--- config.mk ---
export PLATFORM = sky130hd
export DESIGN_NAME = sigmoid_activation_ctrl
export DESIGN_NICKNAME = d
export VERILOG_FILES = /design/src/rtl/sigmoid_activation_ctrl.sv
export SDC_FILE = /design/constraint.sdc
export NUM_CORES = 1
export LEC_CHECK = 0
export CAP_MARGIN = 30
export CORE_MARGIN = 2
export CORE_UTILIZATION = 50
export DETAILED_ROUTE_END_ITERATION = 16
export PLACE_DENSITY = 0.9
export SYNTH_ARGS = -nofsm -noshare
export SYNTH_HDL_FRONTEND = slang
export SYNTH_SLANG_ARGS = --single-unit
export TNS_END_PERCENT = 50
--- constraint.sdc ---
create_clock -name clk -period 2.3 [get_ports clk]
set_input_delay 0.69 -clock clk [delete_from_list [all_inputs] [get_ports clk]]
set_output_delay 0.69 -clock clk [all_outputs]
set_load 0.02 [all_outputs]
--- src/rtl/sigmoid_activation_ctrl.sv ---
// -----------------------------------------------------------------------------
// sigmoid_activation_ctrl
//
// Pipelined front/back end for the half-range sigmoid lookup ROM. It sits
// between the neuron accumulator (upstream) and the layer output buffer
// (downstream).
//
//   S1: fold the signed Q8.8 sample onto x >= 0, quantise it to the ROM step
//       of 0.1 (round to nearest), clamp to MAX_IDX and register the ROM
//       address together with the sign and saturation flags.
//   S2: capture the ROM word and reflect it for negative inputs using
//       sigma(-x) = 1 - sigma(x).
//
// Both stages advance together whenever the output register is empty or is
// being drained, so a stalled output freezes the whole pipeline and no sample
// is lost or duplicated. Latency is 2 cycles, throughput 1 sample per cycle.
//
// Ports
//   clk        in   1      rising-edge clock
//   rst_n      in   1      asynchronous active-low reset
//   in_valid   in   1      input sample valid
//   in_ready   out  1      block can accept a sample this cycle
//   in_x       in   IN_W   signed Q8.8 pre-activation
//   rom_addr   out  7      registered ROM index, 0..MAX_IDX
//   rom_data   in   16     combinational ROM word, bits [7:0] used
//   out_valid  out  1      result valid
//   out_ready  in   1      downstream accepts result
//   out_y      out  OUT_W  sigmoid(in_x), unsigned Q0.8
//   out_sat    out  1      |in_x| quantised above MAX_IDX, index clamped
//   sample_cnt out  CNT_W  results accepted downstream (wraps)
// -----------------------------------------------------------------------------
module sigmoid_activation_ctrl #(
    parameter int IN_W    = 16,
    parameter int OUT_W   = 8,
    parameter int MAX_IDX = 60,
    parameter int CNT_W   = 16
) (
    input  logic             clk,
    input  logic             rst_n,
    input  logic             in_valid,
    output logic             in_ready,
    input  logic [IN_W-1:0]  in_x,
    output logic [6:0]       rom_addr,
    input  logic [15:0]      rom_data,
    output logic             out_valid,
    input  logic             out_ready,
    output logic [OUT_W-1:0] out_y,
    output logic             out_sat,
    output logic [CNT_W-1:0] sample_cnt
);

    // Magnitude needs one extra bit so that the most negative input folds
    // to a representable positive value (-32768 -> 32768).
    localparam int AX_W  = IN_W + 1;
    // ax * 10 + 128 needs 4 more bits than ax; no overflow is possible.
    localparam int SC_W  = AX_W + 4;
    // Index width after dropping the 8 fractional bits.
    localparam int IDX_W = SC_W - 8;

    // -------------------------------------------------------------------------
    // Pipeline control
    // -------------------------------------------------------------------------
    logic advance;

    // The whole pipeline moves when the output slot is free or being emptied.
    assign advance  = !out_valid || out_ready;
    assign in_ready = advance;

    // -------------------------------------------------------------------------
    // S1 combinational front end: fold, quantise, clamp
    // -------------------------------------------------------------------------
    logic             neg;
    logic [AX_W-1:0]  ax;
    logic [SC_W-1:0]  scaled;
    logic [IDX_W-1:0] raw_idx;
    logic [6:0]       idx;
    logic             sat;

    // NOTE: every signal assigned in always_comb gets a value on every path
    // (defaults first), otherwise synthesis infers a latch.
    always_comb begin
        neg     = in_x[IN_W-1];
        ax      = {1'b0, in_x};
        idx     = '0;
        sat     = 1'b0;

        if (neg) begin
            ax = AX_W'(0) - {in_x[IN_W-1], in_x};
        end

        // Round |x| / 0.1 to nearest: (ax * 10 + 0.5 LSB of index) >> 8.
        scaled  = (SC_W'(ax) * SC_W'(10)) + SC_W'(128);
        raw_idx = IDX_W'(scaled >> 8);

        if (raw_idx > IDX_W'(MAX_IDX)) begin
            idx = 7'(MAX_IDX);
            sat = 1'b1;
        end else begin
            idx = raw_idx[6:0];
        end
    end

    // -------------------------------------------------------------------------
    // S1 registers
    // -------------------------------------------------------------------------
    logic s1_valid;
    logic s1_neg;
    logic s1_sat;

    // NOTE: sequential state is written with non-blocking assignments only, so
    // every register samples the pre-edge value of its inputs.
    always_ff @(posedge clk or negedge rst_n) begin
        if (!rst_n) begin
            s1_valid <= 1'b0;
            s1_neg   <= 1'b0;
            s1_sat   <= 1'b0;
            rom_addr <= '0;
        end else if (advance) begin
            s1_valid <= in_valid;
            // Data only moves with a real sample; bubbles leave stale data
            // behind a cleared valid.
            if (in_valid) begin
                s1_neg   <= neg;
                s1_sat   <= sat;
                rom_addr <= idx;
            end
        end
    end

    // -------------------------------------------------------------------------
    // S2 combinational back end: reflect for negative inputs
    // -------------------------------------------------------------------------
    logic [OUT_W-1:0] rom_word;
    logic [OUT_W-1:0] y_next;
    logic [7:0]       rom_hi_unused;

    // The upper ROM byte carries nothing for this block.
    assign rom_hi_unused = rom_data[15:8];
    assign rom_word      = rom_data[OUT_W-1:0];

    // The ROM only stores sigma(x) for x >= 0, so its words are >= 0x80 and
    // 256 - d never wraps below zero.
    assign y_next = s1_neg ? OUT_W'(9'd256 - {1'b0, rom_word}) : rom_word;

    // -------------------------------------------------------------------------
    // S2 registers
    // -------------------------------------------------------------------------
    always_ff @(posedge clk or negedge rst_n) begin
        if (!rst_n) begin
            out_valid <= 1'b0;
            out_y     <= '0;
            out_sat   <= 1'b0;
        end else if (advance) begin
            out_valid <= s1_valid;
            if (s1_valid) begin
                out_y   <= y_next;
                out_sat <= s1_sat;
            end
        end
    end

    // -------------------------------------------------------------------------
    // Accepted-result counter (wraps naturally at 2^CNT_W)
    // -------------------------------------------------------------------------
    always_ff @(posedge clk or negedge rst_n) begin
        if (!rst_n) begin
            sample_cnt <= '0;
        end else if (out_valid && out_ready) begin
            sample_cnt <= sample_cnt + CNT_W'(1);
        end
    end

endmodule

==> metrics.csv, run 1 <==
stage,metric,value,unit
clocking,"Clk Latency, worst-skew pair",0.30,ns
layout,cell area after layout,0.00468,sq mm
die,core area,0.00554,sq mm
clocking,TritonCTS Buffers,5,
timing,fin. max-slew vios,0,
clocking,Clock Sink Count,36,
synthesis,Synth top area share,0.314,
synthesis,dominant cells by area after synthesis,"dfrtp_1, ha_1, xnor2_1",
layout,layout cell share with drive strength beyond 1,0.372,
clocking,H-tree depth,2,
synthesis,Synth area leader,dfrtp_1,
synthesis,Synth Instances,315,
job,Max Cap Viol,0,
die,Initial Util,0.518,
routing,DR vias/cell,6.32,
timing,fmax,221,MHz
critical_path,"Arr. time, crit path",4.71,ns
critical_path,CP cell instances,"buf_8, nor3_4, nand3_2, or3_4, nand2_1, xnor2_1, ha_1, ha_2, a211o_1, o221ai_2, o21ai_2, a211oi_4, nand4bb_2, or4b_4, a221oi_4, buf_4, a21oi_2",
placement,cell total after placement,525,
clocking,clock transition at the registers of the reported paths,0.07,ns
routing,DRT antenna net count,0,
timing,RSZ-0062 raised after global routing,yes,
clocking,TritonCTS clock tree,built,
global_route,initial antenna violation count,0,
die,Die W,79.8,microns
timing,post-route worst setup slack,-2.23,ns
synthesis,"flops & latches, synth",36,
clocking,deepest clock path buffer count,2,
global_route,number of global-route vias before repair,3537,
timing,period utilisation layout,1.97,
routing,DRC violations left,0,
synthesis,Async SR Flop Fraction,1.00,
pwr,Lkg Pwr,2.12,nW
synthesis,Post-synth EDFFs,0,
min_path,WHS Path Cells,1,
layout,Syn-to-layout area delta,63.0,%
layout,number of fill cells,266,
die,I/O pins,70,
synthesis,Syn Nets,383,
run_status,violated checks,setup timing,
routing,Routed WL per cell,22.0,microns
global_route,Global Route Usage Sum,0.354,
critical_path,CP Launch Type,primary input,
layout,most frequent cells in the layout,"buf_4, clkdlybuf4s50_1, nand2_1, dfrtp_1, xnor2_1",
synthesis,"Distinct cells, synth",53,
placement,I/O Buffers,61,
routing,WL final,12000,microns
die,die height,79.8,microns
timing,final setup fails,7,
placement,dpl ws,-2.74,ns
synthesis,synthesized area,0.00287,sq mm
timing,Final Skew,0.00999,ns
routing,drt initial violations,324,
pwr,peak supply drop,0.661,mV
synthesis,YS warnings,0,
global_route,GRT Residual Overflow,0,
layout,"commonest non-fill, non-tap cell in the layout",buf_4,
routing,via count,3446,
min_path,Hold Path Class,register to register,
run_status,status,finished with violations,
placement,post-placement cell area,0.00421,sq mm
die,Cell Rows,27,
critical_path,worst endpoint required time,2.48,ns
layout,Post-Layout Cell Count,545,
pwr,PD cells,827,mW/mm^2
global_route,largest net degree at the start of global routing,37,
critical_path,Crit Path Class,primary input to register,
placement,post-DP HPWL,6760,microns
timing,final-report hold violation count,0,
routing,TritonRoute pass-1 iters,5,
synthesis,Most used DFF post-synth,dfrtp_1,
synthesis,post-synthesis sequential area ratio,0.314,
placement,Routability Congestion,0.866,
timing,WHS,0.471,ns
timing,post-route setup TNS,-15.24,ns
die,Die ar.,0.00636,sq mm
synthesis,Synth Area per Inst,9.11,sq um
layout,Ant. Diodes,0,
critical_path,R2R depth,8,
critical_path,"slowest stage delay, CP",0.56,ns
critical_path,endpoint type of the worst setup path,register,
clocking,CTS Root Cell,clkbuf_8,
global_route,first-pass GRT wire length,17200,microns
critical_path,CP max stage cell,or4b_4,
timing,fin crit period,4.53,ns
layout,Final nets,540,
critical_path,"critical path fanouts, max",4,
where the power goes:
part	internal (W)	leakage, nW	switching (W)
clock network	0.000244	0.0445	0.000246
logic	0.00125	1.63	0.00123
registers	0.000759	0.442	0.000139
total	0.00225	2.12	0.00161
cell type report:
class / instances / area (sq um) / area share
clock buffer: 7 / 86.3 / 0.0185
clock inverter: 1 / 7.51 / 0.00161
inverter: 10 / 40.0 / 0.00856
multi-input combinational: 263 / 2230 / 0.477
sequential: 36 / 901 / 0.193
tap: 72 / 90.1 / 0.0193
timing repair buffer: 156 / 1320 / 0.282
cells in the mapped netlist (5+ instances only):
cell type  number
xor2_1         13
o21ai_0        19
nand4_1         6
nor2_1         20
a21oi_1        13
or3_1           7
nand3_1         7
inv_1           9
o31ai_1         5
dfrtp_1        36
nand2_1        42
nor3_1          9
xnor2_1        29
ha_1           32
sequential cells by signal, summed over array words and instances (netlist names):
name,cells
s1_sat,1
s1_neg,1
sample_cnt,16
out_valid,1
rom_addr,7
out_sat,1
out_y,8
s1_valid,1
cell families (layout without fill, tap and decap cells):
family	count (synthesis)	count (layout)	synth area share
buf+inv	16	174	0.0240
flops	36	36	0.314
fa+ha+maj	32	32	0.140
compound gates	66	66	0.162
mux	4	4	0.0153
xor+xnor	44	44	0.142
other cells	1	1	0.00131
simple gates	116	116	0.202
through the flow:
| step | util | power, W |
|---|---|---|
| 4_1_cts | 0.817 | 0.00355 |
| 3_5_place_dp | 0.759 | 0.00294 |
| 2_1_floorplan | - | 0.00194 |
| 6_report | 0.844 | 0.00386 |
| 5_1_grt | 0.844 | 0.00403 |
| 3_3_place_gp | 0.759 | 0.00283 |
worst max-delay path, delay by kind of cell:
family	cells	cell delay [ns]
AND/OR/NAND/NOR	6	1.51
AO/OA/AOI/OAI	6	1.40
adder cells (fa/ha/maj)	2	0.59
buffers and inverters	2	0.29
XOR/XNOR	1	0.20
what timing repair did:
action / in CTS / in global routing
hold buffers: 0 / 0
gates resized for setup: 62 / 25
pin swaps: 28 / 11
setup endpoints to repair: 9 / 8
setup buffers: 9 / 3
per-layer routing:
metal | vias to the layer above | part of all wire | global-route usage
li1 | 1445 | - | -
met1 | 1619 | 0.33 | 0.345
met2 | 274 | 0.50 | 0.668
met3 | 108 | 0.089 | 0.0701
met4 | 0 | 0.086 | 0.231
met5 | - | 0 | 0
path summary, 6_finish.rpt:
| kind | from | end | slack, ns |
|---|---|---|---|
| min in group asynchronous | rst_n | s1_sat | 0.82 |
| hold / removal | sample_cnt[15] | sample_cnt[15] | 0.47 |
| max in group asynchronous | rst_n | sample_cnt[5] | 1.16 |
| setup reg to reg | out_valid | rom_addr[4] | 0.17 |
| setup / recovery | in_x[4] | rom_addr[4] | -2.23 |
| hold reg to reg | sample_cnt[15] | sample_cnt[15] | 0.47 |
Power figures use the tool's default switching activity.
==> run 2: changes to the inputs <==
--- a/config.mk
+++ b/config.mk
@@ -7,9 +7,9 @@
 export LEC_CHECK = 0
 export CAP_MARGIN = 30
 export CORE_MARGIN = 2
-export CORE_UTILIZATION = 50
+export CORE_UTILIZATION = 45
 export DETAILED_ROUTE_END_ITERATION = 16
-export PLACE_DENSITY = 0.9
+export PLACE_DENSITY = 0.86
 export SYNTH_ARGS = -nofsm -noshare
 export SYNTH_HDL_FRONTEND = slang
 export SYNTH_SLANG_ARGS = --single-unit
==> constraint.sdc (replaced) <==
create_clock -name clk -period 4.1 [get_ports clk]
set_input_delay 1.23 -clock clk [delete_from_list [all_inputs] [get_ports clk]]
set_output_delay 1.23 -clock clk [all_outputs]
set_load 0.02 [all_outputs]
==> run 2 against run 1 <==
- the flow still finishes with violations (setup timing)
- clock-buffer cell count decreased by 2
- worst setup slack improved by 1.6 ns
- via count decreased by 14%
- combinational power decreased by 47%
- clock skew decreased by 0.0067 ns
- routed wire length decreased by 30%
- register-to-register slack improved by 2.0 ns
==> metrics.csv, run 2 (synthesized netlist as in run 1, its figures left out) <==
stage,metric,value,unit,change
timing,fin crit period,4.70,ns,
layout,Top reg by flops,sample_cnt,,
clocking,CTS Root Cell,clkbuf_8,,
global_route,largest net degree at the start of global routing,37,,unchanged
global_route,number of global-route vias before repair,3183,,-10%
routing,Routed WL per cell,15.7,microns,-29%
global_route,first-pass GRT wire length,13800,microns,-19%
global_route,initial antenna violation count,0,,unchanged
global_route,met2 Usage GRT,0.462,,-0.206
clocking,clock transition at the registers of the reported paths,0.07,ns,about the same
global_route,M1 GR Usage,0.245,,-0.100
min_path,Hold Crit Start,sample_cnt[15],,
pwr,PD cells,454,mW/mm^2,-45%
layout,Syn-to-layout area delta,62.8,%,
clocking,TritonCTS clock tree,built,,
routing,DRC violations left,0,,unchanged
placement,I/O Buffers,61,,unchanged
timing,final-report hold violation count,0,,unchanged
job,Max Cap Viol,0,,unchanged
timing,Final Skew,0.00331,ns,-0.00668 ns
die,die height,83.8,microns,+5.1%
global_route,Global Route Usage Sum,0.237,,-0.117
timing,post-route setup TNS,-3.92,ns,+11.31 ns
routing,DR vias/cell,5.53,,-13%
clocking,Clock Sink Count,36,,unchanged
layout,"commonest non-fill, non-tap cell in the layout",buf_4,,
timing,fmax,213,MHz,
critical_path,worst setup path startpoint,in_x[4],,
timing,period utilisation layout,1.15,,
global_route,GRT Max-Usage Layer,met2,,
timing,post-route worst setup slack,-0.604,ns,+1.63 ns
die,core area,0.00624,sq mm,+13%
critical_path,"critical path fanouts, max",6,,+2
die,Cell Rows,29,,+7.4%
global_route,GRT Residual Overflow,0,,unchanged
pwr,Lkg Pwr,2.09,nW,-1.5%
layout,max FFs per register,16,,unchanged
routing,WL final,8440,microns,-30%
critical_path,CP Launch Type,primary input,,
layout,cell area after layout,0.00467,sq mm,-0.11%
routing,TritonRoute pass-1 iters,4,,-1
clocking,"Clk Latency, worst-skew pair",0.29,ns,about the same
layout,Final nets,527,,-2.4%
run_status,violated checks,setup timing,,
placement,post-DP HPWL,6060,microns,-10%
routing,drt initial violations,82,,-75%
timing,RSZ-0062 raised after global routing,yes,,
die,Die ar.,0.00703,sq mm,+11%
routing,DRT antenna net count,0,,unchanged
layout,layout cell share with drive strength beyond 1,0.357,,-0.0156
critical_path,worst endpoint required time,4.26,ns,+1.78 ns
placement,post-placement cell area,0.00414,sq mm,-1.6%
clocking,H-tree depth,2,,unchanged
clocking,hold buffers post-CTS,0,,unchanged
pwr,Final Total Pwr,0.00212,W,-45%
critical_path,endpoint type of the worst setup path,register,,
min_path,Hold Path Class,register to register,,
critical_path,Reg-to-Reg Start,out_valid,,
timing,final setup fails,7,,unchanged
placement,dpl ws,-1.43,ns,+1.32 ns
critical_path,Crit Path Class,primary input to register,,
die,Die W,83.8,microns,+5.1%
layout,Ant. Diodes,0,,unchanged
critical_path,"Arr. time, crit path",4.86,ns,+0.15 ns
routing,via count,2969,,-14%
global_route,GR met3 Demand/Resource,0.0396,,-0.0306
layout,most frequent cells in the layout,"buf_4, clkdlybuf4s50_1, nand2_1, dfrtp_1, xnor2_1",,
run_status,status,finished with violations,,
layout,biggest regs,"sample_cnt: 16 flops, out_y: 8 flops, rom_addr: 7 flops",,
clocking,deepest clock path buffer count,2,,unchanged
die,I/O pins,70,,unchanged
timing,fin. max-slew vios,0,,unchanged
pwr,peak supply drop,0.395,mV,-40%
placement,Routability Congestion,0.810,,-6.4%
clocking,TritonCTS Buffers,5,,unchanged
die,Initial Util,0.460,,-0.0581
[run 2: path summary, 6_finish.rpt]
kind / end / slack, ns / cells past startpoint
setup / recovery: rom_addr[5] / -0.60 / 17
hold / removal: sample_cnt[15] / 0.47 / 1
setup reg to reg: rom_addr[5] / 2.12 / 7
hold reg to reg: sample_cnt[15] / 0.47 / 1
max in group asynchronous: out_y[0] / 2.43 / 2
min in group asynchronous: sample_cnt[6] / 1.35 / 2
[run 2: what timing repair did]
| item | CTS | global route |
|---|---|---|
| endpoints found under the setup margin | 7 | 7 |
| pin swaps | 40 | 22 |
| buffers inserted | 6 | 3 |
| gates resized for setup | 71 | 24 |
[run 2: critical path, stage by stage]
cell,delay [ns]
buf_8,0.10
nor3_4,0.20
nand3b_1,0.13
or2_4,0.26
o21ai_4,0.14
xnor2_2,0.14
ha_1,0.29
ha_4,0.25
buf_6,0.13
a21o_1,0.19
o221ai_2,0.22
o21ai_2,0.11
a211oi_4,0.26
nand4bb_2,0.15
or4b_4,0.52
a221oi_4,0.40
a31oi_1,0.13
[run 2: metrics by stage]
stage | cells | hold WS (ns) | utilization
CTS | 534 | 0.475 | 0.721
floorplan | 315 | 0.436 | -
global placement | 520 | 0.449 | 0.663
global route | 537 | 0.507 | 0.748
detailed placement | 520 | 0.464 | 0.663
finish | 537 | 0.468 | 0.748
[run 2: final cells by class]
cell class	count	area, sq um
sequential	36	901
clock inverter	3	42.5
inverter	10	40.0
fill	388	1570
multi-input combinational	263	2290
tap	77	96.3
timing repair buffer	143	1230
clock buffer	5	68.8
[run 2: power breakdown]
part / switching [W] / internal [W]
Clock: 0.000128 / 0.000180
Combinational: 0.000618 / 0.000702
Sequential: 0.0000679 / 0.000426
Total: 0.000814 / 0.00131
[run 2: routing by layer]
layer / part of all wire / wire length, microns
met1: 0.37 / 3140
met2: 0.55 / 4670
met3: 0.043 / 364
met4: 0.031 / 263
met5: 0 / 0
==> run 3: changes to the inputs <==
--- a/config.mk
+++ b/config.mk
@@ -10,6 +10,7 @@
 export CORE_UTILIZATION = 45
 export DETAILED_ROUTE_END_ITERATION = 16
 export PLACE_DENSITY = 0.86
+export SLEW_MARGIN = 10
 export SYNTH_ARGS = -nofsm -noshare
 export SYNTH_HDL_FRONTEND = slang
 export SYNTH_SLANG_ARGS = --single-unit
==> results of run 3 <==
Final layout, timing and power as in run 2 (identical DEF).
